### config.mk
export PLATFORM = sky130hd
export DESIGN_NAME = decode_queue
export DESIGN_NICKNAME = d
export VERILOG_FILES = /design/src/rtl/decode_pkg.sv /design/src/rtl/instr_decoder.sv /design/src/rtl/decode_queue.sv
export SDC_FILE = /design/constraint.sdc
export NUM_CORES = 1
export LEC_CHECK = 0
export CORE_ASPECT_RATIO = 0.6
export CORE_UTILIZATION = 28
export DETAILED_ROUTE_END_ITERATION = 6
export SYNTH_ARGS = -nofsm -noshare
export SYNTH_HDL_FRONTEND = slang
export SYNTH_HIERARCHICAL = 1
export SYNTH_SLANG_ARGS = --single-unit
### constraint.sdc
create_clock -name clk_i -period 3.7 [get_ports clk_i]
set_clock_uncertainty 0.15 [all_clocks]
set_input_delay 0.74 -clock clk_i [delete_from_list [all_inputs] [get_ports clk_i]]
set_output_delay 0.74 -clock clk_i [all_outputs]
set_load 0.01 [all_outputs]
### src/rtl/decode_pkg.sv
`default_nettype none
// ============================================================================
// Module      : decode_pkg
// Description : Shared definitions for the decode stage: control bundle
//               layout and field offsets, ALU / EX-mux / WB-mux / memory-length
//               codes, RV32I opcode values and the trap-hold FSM state type.
//               The muldiv/md_op fields are only driven when the design is
//               built with DECODE_M_EXT_EN defined.
// Revision    : 1.0 - initial release
// ============================================================================
package decode_pkg;

    // Control bundle, MSB first. Write enables are active low so that an
    // all-inactive bundle (CTRL_NOP) has them high.
    typedef struct packed {
        logic       rf_we_n;    // [25]    register-file write enable (low)
        logic       mem_we_n;   // [24]    data-memory write enable (low)
        logic       csr_we_n;   // [23]    CSR write enable (low)
        logic [3:0] alu_func1;  // [22:19] ALU operation, {bit30, funct3}
        logic [2:0] alu_func2;  // [18:16] branch compare / CSR op (funct3)
        logic [1:0] ex_sel1;    // [15:14] operand 1: DATA1 / PC
        logic [1:0] ex_sel2;    // [13:12] operand 2: DATA2 / IMM / CSR
        logic [1:0] wb_sel;     // [11:10] writeback source
        logic       mem_re;     // [9]     data-memory read
        logic [1:0] mem_len;    // [8:7]   access size
        logic       mem_uns;    // [6]     zero-extend load
        logic       branch;     // [5]
        logic       jump;       // [4]
        logic       muldiv;     // [3]
        logic [2:0] md_op;      // [2:0]   M-extension funct3
    } ctrl_t;

    localparam int CTRL_W = $bits(ctrl_t);

    localparam int CTRL_RF_WE_N_OFS  = 25;
    localparam int CTRL_MEM_WE_N_OFS = 24;
    localparam int CTRL_CSR_WE_N_OFS = 23;
    localparam int CTRL_ALU_F1_OFS   = 19;
    localparam int CTRL_ALU_F2_OFS   = 16;
    localparam int CTRL_EX_SEL1_OFS  = 14;
    localparam int CTRL_EX_SEL2_OFS  = 12;
    localparam int CTRL_WB_SEL_OFS   = 10;
    localparam int CTRL_MEM_RE_OFS   = 9;
    localparam int CTRL_MEM_LEN_OFS  = 7;
    localparam int CTRL_MEM_UNS_OFS  = 6;
    localparam int CTRL_BRANCH_OFS   = 5;
    localparam int CTRL_JUMP_OFS     = 4;
    localparam int CTRL_MULDIV_OFS   = 3;
    localparam int CTRL_MD_OP_OFS    = 0;

    localparam ctrl_t CTRL_NOP = '{rf_we_n: 1'b1, mem_we_n: 1'b1, csr_we_n: 1'b1,
                                   default: '0};

    // ALU func1 codes ({instr[30], funct3})
    localparam logic [3:0] ALU_ADD  = 4'b0000;
    localparam logic [3:0] ALU_SLL  = 4'b0001;
    localparam logic [3:0] ALU_SLT  = 4'b0010;
    localparam logic [3:0] ALU_SLTU = 4'b0011;
    localparam logic [3:0] ALU_XOR  = 4'b0100;
    localparam logic [3:0] ALU_SRL  = 4'b0101;
    localparam logic [3:0] ALU_OR   = 4'b0110;
    localparam logic [3:0] ALU_AND  = 4'b0111;
    localparam logic [3:0] ALU_SUB  = 4'b1000;
    localparam logic [3:0] ALU_SRA  = 4'b1101;

    // ALU func2 codes: branch compare conditions (CSR ops reuse funct3)
    localparam logic [2:0] ALU_F2_EQ  = 3'b000;
    localparam logic [2:0] ALU_F2_NE  = 3'b001;
    localparam logic [2:0] ALU_F2_LT  = 3'b100;
    localparam logic [2:0] ALU_F2_GE  = 3'b101;
    localparam logic [2:0] ALU_F2_LTU = 3'b110;
    localparam logic [2:0] ALU_F2_GEU = 3'b111;

    // EX operand mux selects
    localparam logic [1:0] EX_DATA   = 2'd0;    // DATA1 / DATA2
    localparam logic [1:0] EX_IMM_PC = 2'd1;    // PC (op1) / IMM (op2)
    localparam logic [1:0] EX_CSR    = 2'd2;

    // WB mux codes
    localparam logic [1:0] WB_ALU = 2'd0;
    localparam logic [1:0] WB_MEM = 2'd1;
    localparam logic [1:0] WB_IMM = 2'd2;

    // Memory access length codes
    localparam logic [1:0] MEM_B = 2'd0;
    localparam logic [1:0] MEM_H = 2'd1;
    localparam logic [1:0] MEM_W = 2'd2;

    // Opcodes
    localparam logic [6:0] OPC_BRANCH = 7'b1100011;
    localparam logic [6:0] OPC_LUI    = 7'b0110111;
    localparam logic [6:0] OPC_AUIPC  = 7'b0010111;
    localparam logic [6:0] OPC_JAL    = 7'b1101111;
    localparam logic [6:0] OPC_JALR   = 7'b1100111;
    localparam logic [6:0] OPC_LOAD   = 7'b0000011;
    localparam logic [6:0] OPC_STORE  = 7'b0100011;
    localparam logic [6:0] OPC_OP_IMM = 7'b0010011;
    localparam logic [6:0] OPC_OP     = 7'b0110011;
    localparam logic [6:0] OPC_SYSTEM = 7'b1110011;

    typedef enum logic [0:0] {
        ST_RUN       = 1'b0,
        ST_TRAP_HOLD = 1'b1
    } state_t;

endpackage
`default_nettype wire

### src/rtl/instr_decoder.sv
`default_nettype none
// ============================================================================
// Module      : instr_decoder
// Description : Purely combinational RV32I + Zicsr + system decoder.
//               Macro DECODE_M_EXT_EN: when defined, OP funct7=0000001
//               (M extension) is legal and sets muldiv/md_op.
// Ports       : i_instr   - raw instruction
//               o_ctrl    - control bundle (CTRL_NOP when illegal)
//               o_illegal - encoding not recognised
//               o_ecall / o_ebreak / o_mret - exact-match system instructions
// Revision    : 1.0 - initial release
// ============================================================================
module instr_decoder
    import decode_pkg::*;
(
    input  logic [31:0]       i_instr,
    output logic [CTRL_W-1:0] o_ctrl,
    output logic              o_illegal,
    output logic              o_ecall,
    output logic              o_ebreak,
    output logic              o_mret
);

    logic [6:0] w_opcode;
    logic [2:0] w_funct3;
    logic [6:0] w_funct7;
    logic       w_legal;
    ctrl_t      w_ctrl;

    assign w_opcode = i_instr[6:0];
    assign w_funct3 = i_instr[14:12];
    assign w_funct7 = i_instr[31:25];

    always_comb begin
        w_ctrl  = CTRL_NOP;
        w_legal = 1'b1;
        case (w_opcode)
            OPC_LUI: begin
                w_ctrl.rf_we_n = 1'b0;
                w_ctrl.wb_sel  = WB_IMM;
            end
            OPC_AUIPC: begin
                w_ctrl.rf_we_n = 1'b0;
                w_ctrl.ex_sel1 = EX_IMM_PC;
                w_ctrl.ex_sel2 = EX_IMM_PC;
            end
            OPC_JAL: begin
                w_ctrl.rf_we_n = 1'b0;
                w_ctrl.jump    = 1'b1;
                w_ctrl.ex_sel1 = EX_IMM_PC;
                w_ctrl.ex_sel2 = EX_IMM_PC;
            end
            OPC_JALR: begin
                w_legal        = (w_funct3 == 3'b000);
                w_ctrl.rf_we_n = 1'b0;
                w_ctrl.jump    = 1'b1;
                w_ctrl.ex_sel2 = EX_IMM_PC;
            end
            OPC_BRANCH: begin
                w_legal          = (w_funct3[2:1] != 2'b01);
                w_ctrl.branch    = 1'b1;
                w_ctrl.alu_func1 = ALU_SUB;
                w_ctrl.alu_func2 = w_funct3;
            end
            OPC_LOAD: begin
                w_legal        = (w_funct3 != 3'd3) && (w_funct3 != 3'd6) && (w_funct3 != 3'd7);
                w_ctrl.rf_we_n = 1'b0;
                w_ctrl.mem_re  = 1'b1;
                w_ctrl.wb_sel  = WB_MEM;
                w_ctrl.ex_sel2 = EX_IMM_PC;
                w_ctrl.mem_len = w_funct3[1:0];
                w_ctrl.mem_uns = w_funct3[2];
            end
            OPC_STORE: begin
                w_legal         = (w_funct3 <= 3'd2);
                w_ctrl.mem_we_n = 1'b0;
                w_ctrl.ex_sel2  = EX_IMM_PC;
                w_ctrl.mem_len  = w_funct3[1:0];
            end
            OPC_OP_IMM: begin
                if (w_funct3 == 3'b001) begin
                    w_legal = (w_funct7 == 7'b0000000);
                end else if (w_funct3 == 3'b101) begin
                    // only bit30 (arithmetic shift) may be set
                    w_legal = ((w_funct7 & 7'b1011111) == 7'b0000000);
                end
                w_ctrl.rf_we_n   = 1'b0;
                w_ctrl.ex_sel2   = EX_IMM_PC;
                // immediate bit30 only selects SRA for shifts; for other
                // OP-IMM instructions it is just immediate data
                w_ctrl.alu_func1 = {(w_funct3 == 3'b101) & i_instr[30], w_funct3};
            end
            OPC_OP: begin
                w_ctrl.rf_we_n   = 1'b1;
                if (w_funct7 == 7'b0000000) begin
                    w_legal = 1'b1;
                end else if (w_funct7 == 7'b0100000) begin
                    w_legal = (w_funct3 == 3'b000) || (w_funct3 == 3'b101);
                end else if (w_funct7 == 7'b0000001) begin
`ifdef DECODE_M_EXT_EN
                    w_legal       = 1'b1;
                    w_ctrl.muldiv = 1'b1;
                    w_ctrl.md_op  = w_funct3;
`else
                    w_legal = 1'b0;
`endif
                end else begin
                    w_legal = 1'b0;
                end
                w_ctrl.rf_we_n   = 1'b0;
                w_ctrl.alu_func1 = {i_instr[30], w_funct3};
            end
            OPC_SYSTEM: begin
                w_legal = (w_funct3 != 3'b100);
                // funct3=000 (ecall/ebreak/mret/...) writes nothing
                if (w_funct3 != 3'b000) begin
                    w_ctrl.csr_we_n  = 1'b0;
                    w_ctrl.rf_we_n   = 1'b0;
                    w_ctrl.ex_sel2   = EX_CSR;
                    w_ctrl.alu_func2 = w_funct3;
                end
            end
            default: w_legal = 1'b0;
        endcase
        if (!w_legal) begin
            w_ctrl = CTRL_NOP;
        end
    end

    assign o_ctrl    = w_ctrl;
    assign o_illegal = ~w_legal;
    assign o_ecall   = (i_instr == 32'h0000_0073);
    assign o_ebreak  = (i_instr == 32'h0010_0073);
    assign o_mret    = (i_instr == 32'h3020_0073);

endmodule
`default_nettype wire

### src/rtl/decode_queue.sv
`default_nettype none
// ============================================================================
// Module      : decode_queue
// Description : Buffered decode stage. A DEPTH-entry FIFO of {pc, instr}
//               feeds instr_decoder; the decoded head is captured in an
//               output register with valid/ready handshakes on both sides.
//               flush_i discards everything. With HALT_ON_TRAP=1, loading an
//               illegal/ecall/ebreak instruction stops further loads until
//               flush_i. Macro DECODE_M_EXT_EN enables M-extension decode.
// Ports       : clk_i, reset_i (async, active high)
//               fetch side  : valid_i, ready_o, instr_i, pc_i
//               flush_i
//               execute side: valid_o, ready_i, pc_o, instr_o, ctrl_o,
//                             illegal_o, ecall_o, ebreak_o, mret_o
// Revision    : 1.0 - initial release
// ============================================================================
module decode_queue
    import decode_pkg::*;
#(
    parameter int DEPTH        = 4,
    parameter int PC_W         = 32,
    parameter bit HALT_ON_TRAP = 1'b1
) (
    input  logic              clk_i,
    input  logic              reset_i,
    input  logic              valid_i,
    output logic              ready_o,
    input  logic [31:0]       instr_i,
    input  logic [PC_W-1:0]   pc_i,
    input  logic              flush_i,
    output logic              valid_o,
    input  logic              ready_i,
    output logic [PC_W-1:0]   pc_o,
    output logic [31:0]       instr_o,
    output logic [CTRL_W-1:0] ctrl_o,
    output logic              illegal_o,
    output logic              ecall_o,
    output logic              ebreak_o,
    output logic              mret_o
);

    localparam int            AW      = $clog2(DEPTH);
    localparam logic [AW:0]   c_full  = (AW+1)'(DEPTH);

    logic [PC_W-1:0]   r_pc_mem    [DEPTH];
    logic [31:0]       r_instr_mem [DEPTH];
    logic [AW-1:0]     r_wr_ptr;
    logic [AW-1:0]     r_rd_ptr;
    logic [AW:0]       r_count;
    state_t            r_state;
    state_t            w_state_nxt;

    logic              r_valid;
    logic [PC_W-1:0]   r_pc;
    logic [31:0]       r_instr;
    logic [CTRL_W-1:0] r_ctrl;
    logic              r_illegal;
    logic              r_ecall;
    logic              r_ebreak;
    logic              r_mret;

    logic              w_push;
    logic              w_load;
    logic              w_trap;
    logic [CTRL_W-1:0] w_dec_ctrl;
    logic              w_dec_illegal;
    logic              w_dec_ecall;
    logic              w_dec_ebreak;
    logic              w_dec_mret;

    // Full means full: a pop in the same cycle does not free a slot early.
    assign ready_o = (r_count < c_full) & ~flush_i;
    assign w_push  = valid_i & ready_o;
    assign w_load  = (~r_valid | ready_i) & (r_count != '0) &
                     (r_state == ST_RUN) & ~flush_i;
    assign w_trap  = w_dec_illegal | w_dec_ecall | w_dec_ebreak;

    instr_decoder u_dec (
        .i_instr   (r_instr_mem[r_rd_ptr]),
        .o_ctrl    (w_dec_ctrl),
        .o_illegal (w_dec_illegal),
        .o_ecall   (w_dec_ecall),
        .o_ebreak  (w_dec_ebreak),
        .o_mret    (w_dec_mret)
    );

    // Storage needs no reset: occupancy is tracked by the pointers/count.
    always_ff @(posedge clk_i) begin
        if (w_push) begin
            r_pc_mem[r_wr_ptr]    <= pc_i;
            r_instr_mem[r_wr_ptr] <= instr_i;
        end
    end

    always_ff @(posedge clk_i or posedge reset_i) begin
        if (reset_i) begin
            r_wr_ptr <= '0;
            r_rd_ptr <= '0;
            r_count  <= '0;
        end else if (flush_i) begin
            r_wr_ptr <= '0;
            r_rd_ptr <= '0;
            r_count  <= '0;
        end else begin
            if (w_push) r_wr_ptr <= r_wr_ptr + 1'b1;
            if (w_load) r_rd_ptr <= r_rd_ptr + 1'b1;
            r_count <= r_count + {{AW{1'b0}}, w_push} - {{AW{1'b0}}, w_load};
        end
    end

    always_ff @(posedge clk_i or posedge reset_i) begin
        if (reset_i) r_state <= ST_RUN;
        else         r_state <= w_state_nxt;
    end

    always_comb begin
        w_state_nxt = r_state;
        case (r_state)
            ST_RUN:       if (HALT_ON_TRAP && w_load && w_trap) w_state_nxt = ST_TRAP_HOLD;
            ST_TRAP_HOLD: w_state_nxt = ST_TRAP_HOLD;
            default:      w_state_nxt = ST_RUN;
        endcase
        if (flush_i) w_state_nxt = ST_RUN;
    end

    always_ff @(posedge clk_i or posedge reset_i) begin
        if (reset_i) begin
            r_valid   <= 1'b0;
            r_pc      <= '0;
            r_instr   <= '0;
            r_ctrl    <= CTRL_NOP;
            r_illegal <= 1'b0;
            r_ecall   <= 1'b0;
            r_ebreak  <= 1'b0;
            r_mret    <= 1'b0;
        end else if (flush_i) begin
            r_valid <= 1'b0;
        end else if (w_load) begin
            r_valid   <= 1'b1;
            r_pc      <= r_pc_mem[r_rd_ptr];
            r_instr   <= r_instr_mem[r_rd_ptr];
            r_ctrl    <= w_dec_ctrl;
            r_illegal <= w_dec_illegal;
            r_ecall   <= w_dec_ecall;
            r_ebreak  <= w_dec_ebreak;
            r_mret    <= w_dec_mret;
        end else if (ready_i) begin
            r_valid <= 1'b0;
        end
    end

    assign valid_o   = r_valid;
    assign pc_o      = r_pc;
    assign instr_o   = r_instr;
    assign ctrl_o    = r_ctrl;
    assign illegal_o = r_illegal;
    assign ecall_o   = r_ecall;
    assign ebreak_o  = r_ebreak;
    assign mret_o    = r_mret;

endmodule
`default_nettype wire

==> impl_metrics.ini <==
[power_and_ir_drop]
p_leak_uw = 0.00617
ir_drop_v = 0.000282
powerDensity_mw_per_mm2 = 694
total_power_uw = 12300

[logic_synthesis]
synth_area_per_cell_sq_um = 20.2
syn_inst = 688
synth.distinct_cells = 54
synth_top_area_share_pct = 55.2
seq_area_frac_synth_pct = 73.8
synth_flop_cell = edfxtp_1
synthTopCellsByArea = edfxtp_1 55%, dfrtp_1 18%, mux4_2 10%
synth.cell_area_sq_mm = 0.0139
synth_top_cell_by_area = edfxtp_1
synth_warnings = 6
synth_edf_count = 256
ys_ff_latch = 359
synthArstFlopShare_pct = 28.7

[worst_setup_path]
critPathMaxStageDelay_ns = 0.58
cp_max_fo = 19
slowest_stage = dfrtp_4
crit_type = reg -> reg
cp_cell_sequence = buf_12, mux4_2, nor4_1, buf_4, nand2_1, o31a_1, o211ai_2, inv_1, nor3_1, or4_1, a21oi_1
critPathBufInv = 3
end_kind = flop
critPathTopFamily = simple AND/OR/NAND/NOR gates
worstPathArrival_ns = 3.65
crit_required_ns = 3.97
cp-start-kind = flop

[place]
dp_hpwl_microns = 21000
io_buffers = 164
gp_congestion = 0.753

[clocking]
htree_levels = 2
cts_root_buffer = clkbuf_16
path_clk_slew_ns = 0.07
cts_post_setup_buffers_inserted = 0
clock-sinks = 359
cts_tree = built
cts_resized = 0
clock_path_buffers = 3
clkLatencyLatePin_ns = 0.53
cts_hold_buf = 0
cts_made_buffers = 37

[route]
wl_microns = 31900
detail_route.wl_per_cell_microns = 20.5
wl_met2_microns = 15200
vias_per_cell = 4.52
drc = 0
first_pass_iters = 4
highest_layer = met5
wl_met3_microns = 1700
drt-met1-wl_microns = 14400
drtIter0Drc = 372
ant_nets = 0
routed-via-count = 7043

[sta]
finalCritPeriodShare_pct = 91.5
report.final.hold_viol_count = 0
fmax_ghz = 0.295
min_period_ns = 3.39
rsz0062_at_grt = false
tightest_slew_ns = 0.727
max_slew_margin_pct = 51.5
fin_hold_ws_ns = 0.336
setup-tns-final_ns = 0
finalSetupViolCount = 0
slew_violations = 0

[die]
initial_core_util_pct = 28.8
rows = 62
die-area_sq_mm = 0.0506
die_x_microns = 290
core_sq_mm = 0.0484
ios = 165
die_y_microns = 175

[grt]
grt.overflow.total = 0
grtUsageTotal_pct = 12.7
antenna_found_initial = 4
grt_pass1_vias = 7614
grt_first_pass_wirelength_microns = 48200
grt_max_degree = 95

[min_path]
hold_class = reg -> reg

[finish]
fill_cells = 4507
drive_gt1_share_pct = 26.3
fin_util_pct = 36.7
nNetsFinal = 964
area_growth_pct = 27.5

[run]
cap_viol_max_count = 0

[run_status]
status = complete, no violations
-- cells in the final DEF, fill, tap and decap left out, types with 6 or more instances in the layout --
master	synthesis	final
mux2_2	70	70
edfxtp_1	256	256
clkdlybuf4s50_1	0	164
clkbuf_16	0	39
ha_1	6	6
nor2b_1	6	6
inv_1	9	8
and2_1	10	6
nand2_1	7	7
nor3_1	8	8
mux2_1	25	25
dfrtp_1	100	98
nor2_1	16	16
buf_12	0	11
clkbuf_1	11	8
and3_1	12	12
mux4_2	64	64
buf_4	6	20
clkinv_2	0	6
-- synth_stat cells, types with 8 or more instances --
cell	count
and3_1	12
mux4_2	64
inv_1	9
mux2_2	70
dfrtp_1	100
and2_1	10
buf_6	10
edfxtp_1	256
buf_2	11
mux2_1	25
clkbuf_1	11
nor3_1	8
nor2_1	16
-- layout make-up --
cell class / count / area [sq um] / area share (%)
clock buffers: 52 / 1070 / 6.06
flip-flops and latches: 359 / 10300 / 57.9
clock inverters: 16 / 156 / 0.881
inverters: 9 / 36.3 / 0.204
diodes: 2 / 5.00 / 0.0282
multi-input cells: 286 / 3390 / 19.1
repair buffers: 195 / 2010 / 11.3
well taps: 640 / 801 / 4.51
-- power by group --
group | internal, uW | total, uW | switching (uW)
clock | 2240 | 3780 | 1540
sequential | 4940 | 5310 | 372
combinational | 1810 | 3220 | 1410
total | 9000 | 12300 | 3320
-- cells by family after synthesis --
logic type | after synthesis | share of synthesized area (%)
compound gates | 21 | 1.10
buf+inv | 47 | 2.07
mux | 160 | 18.1
simple gates | 90 | 4.05
xor+xnor | 3 | 0.189
fa+ha+maj | 7 | 0.683
flops | 359 | 73.8
other cells | 1 | 0.0269
-- layer usage --
metal	vias to the layer above	GRT usage, %
met4	4	3.10
met1	3709	17.3
li1	3121	-
met2	157	20.5
met5	-	0
met3	52	3.24
-- path summary, 6_finish.rpt --
| kind | endpoint | from | slack, ns | cells after the start |
|---|---|---|---|---|
| hold reg to reg | ctrl_o[0] | ctrl_o[0] | 0.34 | 1 |
| setup reg to reg | r_state | r_rd_ptr[0] | 0.31 | 11 |
| hold / removal | ctrl_o[0] | ctrl_o[0] | 0.34 | 1 |
| setup / recovery | r_state | r_rd_ptr[0] | 0.31 | 11 |
| min in group asynchronous | ctrl_o[1] | reset_i | 0.49 | 2 |
| max in group asynchronous | ctrl_o[23] | reset_i | 2.07 | 3 |
-- state kept, by name, summed over array words and instances, names as in the netlist --
signal	cells
ctrl_o	26
ebreak_o	1
ecall_o	1
illegal_o	1
instr_o	32
mret_o	1
pc_o	32
r_count	3
r_instr_mem	128
r_pc_mem	128
r_rd_ptr	2
r_state	1
r_wr_ptr	2
valid_o	1
-- per-stage QoR --
stage | setup WS [ns] | cells | instance area (sq um)
floorplan | 0.111 | 692 | 13900
global placement | 0.344 | 1489 | 16500
detailed placement | 0.293 | 1489 | 16500
CTS | 0.274 | 1557 | 17700
global route | 0.0500 | 1557 | 17700
finish | 0.315 | 1559 | 17700
Power figures use the tool's default switching activity.
